===== config.mk =====
export PLATFORM = sky130hd
export DESIGN_NAME = timer_counter_3ch
export DESIGN_NICKNAME = d
export VERILOG_FILES = /design/src/rtl/timer_counter_3ch.sv
export SDC_FILE = /design/constraint.sdc
export NUM_CORES = 1
export LEC_CHECK = 0
export ABC_CLOCK_PERIOD_IN_PS = 7050
export CAP_MARGIN = 10
export CORE_ASPECT_RATIO = 0.75
export CORE_MARGIN = 2
export CORE_UTILIZATION = 30
export DETAILED_ROUTE_END_ITERATION = 6
export PLACE_DENSITY = 0.56
export SKIP_CTS_REPAIR_TIMING = 1
export SLEW_MARGIN = 25
export SYNTH_ARGS = -nofsm -noshare
export SYNTH_HDL_FRONTEND = slang
export SYNTH_SLANG_ARGS = --single-unit

===== constraint.sdc =====
create_clock -name clk -period 7.05 [get_ports clk]
set_input_delay 1.41 -clock clk [delete_from_list [all_inputs] [get_ports clk]]
set_output_delay 1.41 -clock clk [all_outputs]
set_load 0.005 [all_outputs]

===== src/rtl/timer_counter_3ch.sv =====
// timer_counter_3ch: three-channel 32-bit down-counter/timer in the 8253/8254 style.
// Each channel counts rising edges of its own slow count clock, sampled in clk.
// Each channel supports three modes: one-shot, rate generator and square wave.
// Build option CNT_READBACK_SEL_EN: counter_out becomes a registered mux selected by counter_ch.
// Without CNT_READBACK_SEL_EN, counter_out is a registered copy of channel 0's count.
module timer_counter_3ch (
  input  logic        clk,
  input  logic        rstn,
  input  logic        clk0,
  input  logic        clk1,
  input  logic        clk2,
  input  logic        counter_we,
  input  logic [31:0] counter_val,
  input  logic [1:0]  counter_ch,
  output logic        counter0_OUT,
  output logic        counter1_OUT,
  output logic        counter2_OUT,
  output logic [31:0] counter_out
);

  typedef enum logic [1:0] {
    MODE_ONESHOT     = 2'b00,
    MODE_RATE        = 2'b01,
    MODE_SQUARE      = 2'b10,
    MODE_ONESHOT_ALT = 2'b11
  } mode_e;

  logic [31:0] cnt [3];
  logic [31:0] rld [3];
  logic [2:0]  armed;
  logic [2:0]  out_q;
  logic [2:0]  pulse;
  logic [2:0]  sync1;
  logic [2:0]  sync2;
  logic [2:0]  prev;
  logic [2:0]  tick;
  logic [2:0]  wr;
  logic [5:0]  ctrl;
  mode_e       mode [3];

  assign tick = sync2 & ~prev;

  // Decode each channel's mode field and its write strobe
  always_comb begin
    for (int i = 0; i < 3; i++) begin
      mode[i] = mode_e'(ctrl[2*i +: 2]);
      wr[i]   = counter_we && (counter_ch == 2'(i));
    end
  end

  // Two-flop synchronizer plus a delayed copy for rising-edge detection of the count clocks
  always_ff @(posedge clk or negedge rstn) begin
    if (!rstn) begin
      sync1 <= '0;
      sync2 <= '0;
      prev  <= '0;
    end else begin
      sync1 <= {clk2, clk1, clk0};
      sync2 <= sync1;
      prev  <= sync2;
    end
  end

  // Mode control register, written through channel select 11
  always_ff @(posedge clk or negedge rstn) begin
    if (!rstn) begin
      ctrl <= '0;
    end else if (counter_we && counter_ch == 2'd3) begin
      ctrl <= counter_val[5:0];
    end
  end

  // Per-channel load, countdown, reload and terminal output; a load beats a same-cycle tick
  always_ff @(posedge clk or negedge rstn) begin
    if (!rstn) begin
      for (int i = 0; i < 3; i++) begin
        cnt[i] <= '0;
        rld[i] <= '0;
      end
      armed <= '0;
      out_q <= '0;
      pulse <= '0;
    end else begin
      for (int i = 0; i < 3; i++) begin
        if (wr[i]) begin
          cnt[i]   <= counter_val;
          rld[i]   <= counter_val;
          out_q[i] <= 1'b0;
          pulse[i] <= 1'b0;
          armed[i] <= !((counter_val == 32'd0) &&
                        (mode[i] == MODE_RATE || mode[i] == MODE_SQUARE));
        end else begin
          if (pulse[i]) begin
            out_q[i] <= 1'b0;
            pulse[i] <= 1'b0;
          end
          if (tick[i] && armed[i]) begin
            case (mode[i])
              MODE_RATE: begin
                if (cnt[i] > 32'd1) begin
                  cnt[i]   <= cnt[i] - 32'd1;
                  out_q[i] <= 1'b0;
                end else begin
                  cnt[i]   <= rld[i];
                  out_q[i] <= 1'b1;
                  pulse[i] <= 1'b1;
                end
              end
              MODE_SQUARE: begin
                if (cnt[i] > 32'd1) begin
                  cnt[i] <= cnt[i] - 32'd1;
                end else begin
                  cnt[i]   <= rld[i];
                  out_q[i] <= ~out_q[i];
                end
              end
              default: begin
                if (cnt[i] > 32'd1) begin
                  cnt[i] <= cnt[i] - 32'd1;
                end else begin
                  cnt[i]   <= 32'd0;
                  out_q[i] <= 1'b1;
                  armed[i] <= 1'b0;
                end
              end
            endcase
          end
        end
      end
    end
  end

  // Registered readback towards the bus multiplexer
  always_ff @(posedge clk or negedge rstn) begin
    if (!rstn) begin
      counter_out <= '0;
    end else begin
`ifdef CNT_READBACK_SEL_EN
      case (counter_ch)
        2'd0:    counter_out <= cnt[0];
        2'd1:    counter_out <= cnt[1];
        2'd2:    counter_out <= cnt[2];
        default: counter_out <= {26'b0, ctrl};
      endcase
`else
      counter_out <= cnt[0];
`endif
    end
  end

  assign counter0_OUT = out_q[0];
  assign counter1_OUT = out_q[1];
  assign counter2_OUT = out_q[2];

endmodule


==> flow_summary.yaml, run 1 <==
power:
  peakVddDrop_v: 0.0001935
  switchingPower_w: 0.001529
  p_comb_share_pct: 23.3
  clockPowerShare_pct: 32.8
  pwr-share-seq_pct: 43.9
  netSwitchingFraction_pct: 33.16
  intPower_w: 0.003081
  powerDensity_nw_per_um2: 319.9
  p_leak_nw: 6.418
synth:
  ys_async_sr_fraction_pct: 100.0
  synth_flop_cell: "dfrtp_1"
  synth_seq_cells: 248
  syn_area_per_cell_um2: 8.910
  synth_cells: 1366
  netlist_top_cells_area: "dfrtp_1 (51%), nand2_1 (13%), nor2_1 (3.3%)"
  synth_area_um2: 12170
  seq_area_frac_synth_pct: 50.99
  ys_warn_count: 0
  synth_nets: 1418
  synth_top_area_cell: "dfrtp_1"
  synth.distinct_cells: 69
  synth_edf_count: 0
  synth_top_cell_area_share_pct: 50.99
finish:
  antenna_cells: 0
  seqCellArea_um2: 6206
  syn2layout_area_growth_pct: 18.39
  multi_input_area_um2: 5667
  finalNetCount: 1473
  fill_cells: 4051
  drive_above_1_share_pct: 6.181
grt:
  antenna_found_initial: 0
  track_usage_pct: 18.49
  grt_max_degree: 171
  grt_pass1_vias: 10127
  grt_first_pass_wirelength_um: 60880
  grt_overflow: 0
sta:
  setup_viol: 0
  fmax_mhz: 245.7
  min_period_over_period_pct: 57.73
  rsz0062_at_grt: "false"
  hold_viol: 0
  tightest_slew_ns: 0.9925
  period_minus_slack_ns: 4.070
  slew_headroom_pct: 33.84
  timing.hold.ws_ns: 0.3391
  report.final.slew_viol_count: 0
  fin_skew_ns: 0.02597
  final.setup.tns_ns: 0
floorplanning:
  die_area_um2: 42210
  die_x_um: 236.6
  die_h_um: 178.4
  pin_count: 75
  start_util_pct: 30.63
  core_area_um2: 39730
  rows: 63
place:
  dp.final_hpwl_um: 25830
  place.port_buffers: 74
  gp_congestion: 0.8457
cts:
  clk_pin_slew_ns: 0.06
  clock_latency_ns: 0.58
  clock-root-buffer: "clkbuf_16"
  cts_tree: "built"
  cts_inserted_buffers: 27
  clock-sinks: 248
  clockBufferDepth: 3
  htreeDepth: 1
drt:
  drc: 0
  drt_wl_total_um: 38500
  vias: 10575
  detail_route.wl_per_cell_um: 19.64
  drtPass1Iterations: 5
  ant_nets: 0
  via_per_inst: 5.395
  drt_first_iter_violations: 1026
worst_setup_path:
  path_class: "reg -> reg"
  worstPathRequired_ns: 7.51
  worstReg2RegEnd: "cnt[65]$_DFFE_PN0P_"
  r2r_slack_ns: 2.98
  r2r_cells: 6
  crit_slowest_cell: "or4_1"
  critPathArrivalTime_ns: 4.53
  r2r_start: "cnt[72]$_DFFE_PN0P_"
  crit_chain: "nor4_2 -> nand4_1 -> or4_1 -> o21ai_4 -> a211oi_1 -> a221o_1"
  critPathLaunchType: "register"
  cp_max_fo: 18
  slowest_delay_ns: 1.13
  cp-end-kind: "register"
min_path:
  hold_class: "reg -> reg"
  hp-start: "sync1[0]$_DFF_PN0_"
  hold_end: "sync2[0]$_DFF_PN0_"
  whs_path_depth: 0
flow_run:
  drv_cap: 0
run_status:
  run_status: "complete, no violations"
## per-layer routing
layer,global-route usage (%),up-vias,share of wire [%]
li1,-,4902,-
met1,27.54,5253,49
met2,27.10,361,42
met3,3.807,59,7.1
met4,4.852,0,2.1
met5,0,-,0
## worst max-delay path, delay by kind of cell (launching register included)
kind | cells | cell delay [ns]
AO/OA/AOI/OAI | 3 | 1.09
flip-flops | 1 | 0.44
AND/OR/NAND/NOR | 3 | 2.41
## layout make-up
class / count / share of cell area (%)
inverter: 17 / 0.4429
sequential: 248 / 43.07
tap: 520 / 4.515
clock buffer: 37 / 5.228
timing repair buffer: 89 / 6.183
clock inverter: 11 / 1.233
multi-input combinational: 1038 / 39.33
## stage by stage
| stage | total power (W) | area, um^2 | utilization, % | std cells | worst slack (ns) |
|---|---|---|---|---|---|
| global route | 0.004883 | 14410 | 36.27 | 1960 | 2.698 |
| floorplan | 0.002651 | 12170 | - | 1366 | 4.091 |
| CTS | 0.004626 | 14380 | 36.20 | 1959 | 3.063 |
| finish | 0.004609 | 14410 | 36.27 | 1960 | 2.980 |
| detailed placement | 0.003108 | 13450 | 33.86 | 1911 | 2.938 |
| global placement | 0.003078 | 13440 | 33.84 | 1910 | 2.976 |
## flip-flops by register name (all words and copies together), names as in the netlist
name         count
counter_out     32
sync1            3
armed            3
sync2            3
out_q            3
prev             3
cnt             96
pulse            3
rld             96
ctrl             6
## power groups by stage
stage | registers [W] | clock network [W] | logic, W
finish | 0.00202 | 0.00151 | 0.00107
global route | 0.00207 | 0.00160 | 0.00121
CTS | 0.00202 | 0.00154 | 0.00107
detailed placement | 0.00204 | 0 | 0.00107
global placement | 0.00203 | 0 | 0.00104
floorplan | 0.00195 | 0 | 0.000698
## cells in the final DEF, fill, tap and decap left out, types with 7 or more instances in the layout
cell / n
xor2_1: 38
or3_1: 16
dfrtp_1: 248
o221ai_1: 7
a31oi_1: 18
xnor2_1: 29
nand3_1: 43
nor3_1: 40
inv_1: 16
o31ai_1: 9
a21boi_0: 8
o22ai_1: 13
or4_1: 10
o211ai_1: 35
nand2_1: 409
o21ai_0: 25
ha_1: 12
and3_1: 12
nor4_1: 34
clkdlybuf4s50_1: 73
o311ai_0: 18
buf_4: 13
nand4_1: 14
a22oi_1: 10
nor2_1: 104
clkbuf_16: 27
a21oi_1: 49
## cells by family after synthesis
kind of cell | Yosys count | share of synthesized area (%)
AOI/OAI and AO/OA | 226 | 12.93
xor gates and xnor gates | 67 | 4.822
muxes | 12 | 1.049
DFF | 248 | 50.99
and+or+nand+nor | 721 | 26.34
adders and majority gates | 12 | 1.234
buffers and inverters | 80 | 2.632
## cell usage after synthesis (all sizes together) (3+ instances only)
library cell	number
o31ai	9
clkbuf	55
o311ai	18
a221oi	3
xnor2	29
a21oi	49
nor2b	3
dfrtp	248
a22oi	10
nor3	43
xor2	38
nand2	409
o221ai	7
nand3	43
and3	12
ha	12
nor4	37
or3	16
nand4	14
buf	8
or4	12
a21boi	8
nand3b	6
a31oi	18
o22ai	13
o41ai	4
inv	16
mux2	6
or2	7
o211ai	35
o21ai	26
nor2	106
mux2i	6
a211o	5
nand2b	3
## how the worst max path moves through the flow
stage                                to  slack [ns]  depth (start not counted)                start
global route        cnt[65]$_DFFE_PN0P_        2.70                          6  cnt[72]$_DFFE_PN0P_
CTS                 cnt[65]$_DFFE_PN0P_        3.06                          6  cnt[72]$_DFFE_PN0P_
floorplan           cnt[65]$_DFFE_PN0P_        4.09                          6        counter_ch[1]
detailed placement  cnt[93]$_DFFE_PN0P_        2.94                          6        counter_ch[1]
finish              cnt[65]$_DFFE_PN0P_        2.98                          6  cnt[72]$_DFFE_PN0P_
global placement    cnt[93]$_DFFE_PN0P_        2.98                          6        counter_ch[1]
Note: power is estimated with default switching activity, not from simulation.
==> run 2, diff against run 1 <==
Settings changed: ABC_CLOCK_PERIOD_IN_PS 7050 to 4200.
Clock period 7.05 ns to 4.2 ns, I/O delays scaled along.
==> flow_summary.yaml, run 2 (synthesis results as in run 1) <==
place:
  gp_congestion: 0.8807
  dp.final_hpwl_um: 26880
  dpl.cell_count: 1938
  place_ws_ns: 0.8696
  place.port_buffers: 74
worst_setup_path:
  slowest_delay_ns: 0.76
  crit_slowest_cell: "o21ai_0"
  path_class: "reg -> reg"
  worstPathRequired_ns: 4.60
  critPathArrivalTime_ns: 3.71
  crit_family: "simple AND/OR/NAND/NOR gates"
  cp_max_fo: 12
  crit_buf_inv: 1
  cp-end-kind: "register"
  crit_chain: "or4_1 -> and4b_1 -> nand3_1 -> o21ai_0 -> buf_4 -> o311ai_0"
  critPathLaunchType: "register"
finish:
  largest_registers: "cnt: 96 flops, rld: 96 flops, counter_out: 32 flops"
  fill_cells: 4050
  finalNetCount: 1499
  final_cell_mix: "nand2_1 (409), dfrtp_1 (248), nor2_1 (104), clkdlybuf4s50_1 (73), a21oi_1 (49)"
  mostFrequentLayoutCell: "nand2_1"
  antenna_cells: 0
  final_core_util_pct: 36.81
  layoutNonFillerInstCount: 1986
  drive_above_1_share_pct: 7.981
  syn2layout_area_growth_pct: 20.17
sta:
  rsz0062_at_grt: "false"
  fin_skew_ns: 0.02411
  hold_viol: 0
  report.final.slew_viol_count: 0
  min_period_over_period_pct: 78.95
  tightest_slew_ns: 0.8507
  period_minus_slack_ns: 3.316
  slew_headroom_pct: 43.29
  final.setup.tns_ns: 0
  setup_viol: 0
  fmax_mhz: 301.6
  final.setup.worst_slack_ns: 0.8843
cts:
  clock-root-buffer: "clkbuf_16"
  clock-sinks: 248
  clock_latency_ns: 0.56
  cts_tree: "built"
  cts_inserted_buffers: 27
  clockBufferDepth: 3
  htreeDepth: 1
  clk_pin_slew_ns: 0.07
grt:
  grt_max_degree: 112
  antenna_found_initial: 0
  track_usage_pct: 18.65
  grt_overflow: 0
  grt_first_pass_wirelength_um: 61240
  grt_pass1_vias: 10058
drt:
  drt_first_iter_violations: 1151
  drt_wl_total_um: 38950
  ant_nets: 0
  drc: 0
  vias: 10640
  detail_route.wl_per_cell_um: 19.61
  via_per_inst: 5.358
  drtPass1Iterations: 5
floorplanning:
  core_area_um2: 39730
  die_x_um: 236.6
  die_h_um: 178.4
  start_util_pct: 30.63
  pin_count: 75
  die_area_um2: 42210
  rows: 63
min_path:
  hold_class: "in -> async"
flow_run:
  drv_cap: 0
power:
  p_leak_nw: 6.529
  powerDensity_nw_per_um2: 534.7
  peakVddDrop_v: 0.0002541
run_status:
  run_status: "complete, no violations"
run 2: changes by cell type in the layout (fill, tap and decap cells not counted), sizes merged:
| cell | change |
|---|---|
| inv | +1 |
| buf | +26 |
| bufinv | +1 |
| clkinv | -4 |
| clkinvlp | +5 |
| clkbuf | -3 |
run 2: layout make-up:
class	instances	area, um^2	area share [%]
flip-flops and latches	248	6206	42.43
multi-input cells	1038	5667	38.75
repair buffers	115	1091	7.460
clock buffers	34	732.0	5.005
well taps	520	650.6	4.449
clock inverters	14	215.2	1.471
inverters	17	63.81	0.4363
run 2: layer usage:
metal  vias to the layer above  routed length, um  track usage (%)
met5                         -                  0                0
li1                       4959                  -                -
met2                       405              16350            26.67
met1                      5216              18680            28.43
met3                        60               2983            3.482
met4                         0                932            5.116
run 2: power breakdown:
part / internal [W] / switching (W)
clock: 0.00154 / 0.00103
sequential: 0.00288 / 0.000497
combinational: 0.000822 / 0.00105
total: 0.00525 / 0.00257
run 2: worst paths after layout:
check	from	to	slack [ns]	depth (start not counted)
setup / recovery	cnt[16]$_DFFE_PN0P_	cnt[6]$_DFFE_PN0P_	0.88	6
hold / removal	rstn	rld[74]$_DFFE_PN0P_	0.35	1
setup reg to reg	cnt[16]$_DFFE_PN0P_	cnt[6]$_DFFE_PN0P_	0.88	6
hold reg to reg	sync1[1]$_DFF_PN0_	sync2[1]$_DFF_PN0_	0.35	0
max in group asynchronous	rstn	cnt[30]$_DFFE_PN0P_	2.93	2
min in group clk	sync1[1]$_DFF_PN0_	sync2[1]$_DFF_PN0_	0.35	0
run 2: metrics by stage:
| stage | instance area, um^2 | hold WS, ns | total power, W |
|---|---|---|---|
| CTS | 14630 | 0.3503 | 0.007872 |
| floorplan | 12170 | 0.3312 | 0.004450 |
| finish | 14630 | 0.3472 | 0.007821 |
| detailed placement | 13680 | 0.3371 | 0.005272 |
| global route | 14630 | 0.3545 | 0.008279 |
| global placement | 13680 | 0.3391 | 0.005237 |
==> run 3, diff against run 2 <==
Settings changed: ABC_CLOCK_PERIOD_IN_PS 4200 to 3200.
Clock period 4.2 ns to 3.2 ns, I/O delays scaled along.
==> flow_summary.yaml, run 3 (synthesis results as in run 1) <==
worst_setup_path:
  cp_max_fo: 17
  crit_buf_inv: 1
  cp-end-kind: "register"
  crit_family: "simple AND/OR/NAND/NOR gates"
  critPathArrivalTime_ns: 3.44
  path_class: "reg -> reg"
  crit_end: "cnt[88]$_DFFE_PN0P_"
  slowest_delay_ns: 0.80
  crit_start: "cnt[68]$_DFFE_PN0P_"
  critPathLaunchType: "register"
  worstPathRequired_ns: 3.63
  critPathMostFrequentCell: "or4_1"
  r2r_start: "cnt[68]$_DFFE_PN0P_"
  crit_chain: "or4_1 -> or3_1 -> or4_1 -> o21ai_4 -> buf_4 -> o211ai_1"
  worstReg2RegEnd: "cnt[88]$_DFFE_PN0P_"
  r2r_slack_ns: 0.19
  crit_slowest_cell: "or4_1"
  crit_cells: 6
  r2r_cells: 6
place:
  gp_congestion: 0.8846
  place.port_buffers: 74
  dp.final_hpwl_um: 29290
  dpl.cell_count: 1991
flow_run:
  drv_cap: 0
sta:
  slew_headroom_pct: 37.89
  fmax_mhz: 332.0
  hold_viol: 0
  fin_skew_ns: 0.009509
  rsz0062_at_grt: "false"
  period_minus_slack_ns: 3.012
  setup_viol: 0
  timing.hold.ws_ns: 0.07373
  tightest_slew_ns: 0.9231
  report.final.slew_viol_count: 0
  min_period_over_period_pct: 94.12
drt:
  ant_nets: 0
  drtPass1Iterations: 5
  vias: 10909
  detail_route.wl_per_cell_um: 20.02
  drc: 0
  via_per_inst: 5.348
  drt_wl_total_um: 40840
  drt_first_iter_violations: 993
cts:
  clock-sinks: 248
  htreeDepth: 1
  clk_pin_slew_ns: 0.06
  cts_tree: "built"
  cts_inserted_buffers: 27
  clockBufferDepth: 3
  clock_latency_ns: 0.57
  clock-root-buffer: "clkbuf_16"
grt:
  track_usage_pct: 19.64
  grt_pass1_vias: 10322
  antenna_found_initial: 0
  grt_max_degree: 79
  grt_first_pass_wirelength_um: 63850
  grt_overflow: 0
finish:
  syn2layout_area_growth_pct: 23.81
  largest_registers: "cnt: 96 flops, rld: 96 flops, counter_out: 32 flops"
  fill_cells: 4022
  antenna_cells: 0
  layoutNonFillerInstCount: 2040
  mostFrequentLayoutCell: "nand2_1"
  final_core_util_pct: 37.93
  final_cell_mix: "nand2_1 (409), dfrtp_1 (248), nor2_1 (104), buf_4 (91), clkdlybuf4s50_1 (73)"
  drive_above_1_share_pct: 11.25
  finalNetCount: 1554
floorplanning:
  die_area_um2: 42210
  rows: 63
  die_h_um: 178.4
  die_x_um: 236.6
  core_area_um2: 39730
  start_util_pct: 30.63
  pin_count: 75
run_status:
  run_status: "complete, no violations"
power:
  peakVddDrop_v: 0.0003994
  powerDensity_nw_per_um2: 687.5
  p_leak_nw: 6.817
min_path:
  hold_class: "in -> async"
-- run 3: cell count changes in the layout (fill, tap and decap cells not counted) --
cell and change:
clkinvlp_4 -3, clkbuf_8 +4, buf_12 +2, bufinv_16 -1
inv_16 +1, buf_4 +53, inv_6 -2
-- run 3: worst min path at each step --
stage,from,to,cells after the start
global placement,sync1[2]$_DFF_PN0_,sync2[2]$_DFF_PN0_,0
detailed placement,sync1[2]$_DFF_PN0_,sync2[2]$_DFF_PN0_,0
floorplan,sync1[0]$_DFF_PN0_,sync2[0]$_DFF_PN0_,0
finish,rstn,counter_out[11]$_DFF_PN0_,1
global route,rstn,counter_out[11]$_DFF_PN0_,1
CTS,rstn,counter_out[11]$_DFF_PN0_,1
-- run 3: area by class of cell --
cell class / instances / area (um^2) / share of cell area [%]
clock inverters: 9 / 165.2 / 1.096
inverters: 17 / 63.81 / 0.4235
repair buffers: 170 / 1529 / 10.15
well taps: 520 / 650.6 / 4.318
multi-input cells: 1038 / 5667 / 37.61
flip-flops and latches: 248 / 6206 / 41.19
clock buffers: 38 / 787.0 / 5.223
-- run 3: stage by stage --
stage / power [W] / cell area, um^2 / TNS [ns] / setup WS (ns)
finish: 0.01036 / 15070 / 0 / 0.1882
CTS: 0.01041 / 15040 / -0.2245 / -0.04812
global route: 0.01095 / 15070 / 0 / 0.06290
global placement: 0.006934 / 14090 / 0 / 0.04014
detailed placement: 0.006996 / 14090 / -0.3075 / -0.06750
floorplan: 0.005840 / 12170 / 0 / 0.5894
-- run 3: metal layers --
| metal | global-route usage (%) | vias to the layer above | share of wire (%) |
|---|---|---|---|
| met2 | 28.30 | 436 | 41 |
| met1 | 29.96 | 5357 | 49 |
| met4 | 4.615 | 0 | 2.5 |
| met5 | 0 | - | 0 |
| met3 | 3.869 | 60 | 8.1 |
| li1 | - | 5056 | - |
-- run 3: power breakdown --
group	total, W	leakage (nW)	switching (W)	internal, W
Sequential	0.00442	3.07	0.000639	0.00378
Clock	0.00338	0.462	0.00135	0.00203
Combinational	0.00255	3.28	0.00141	0.00114
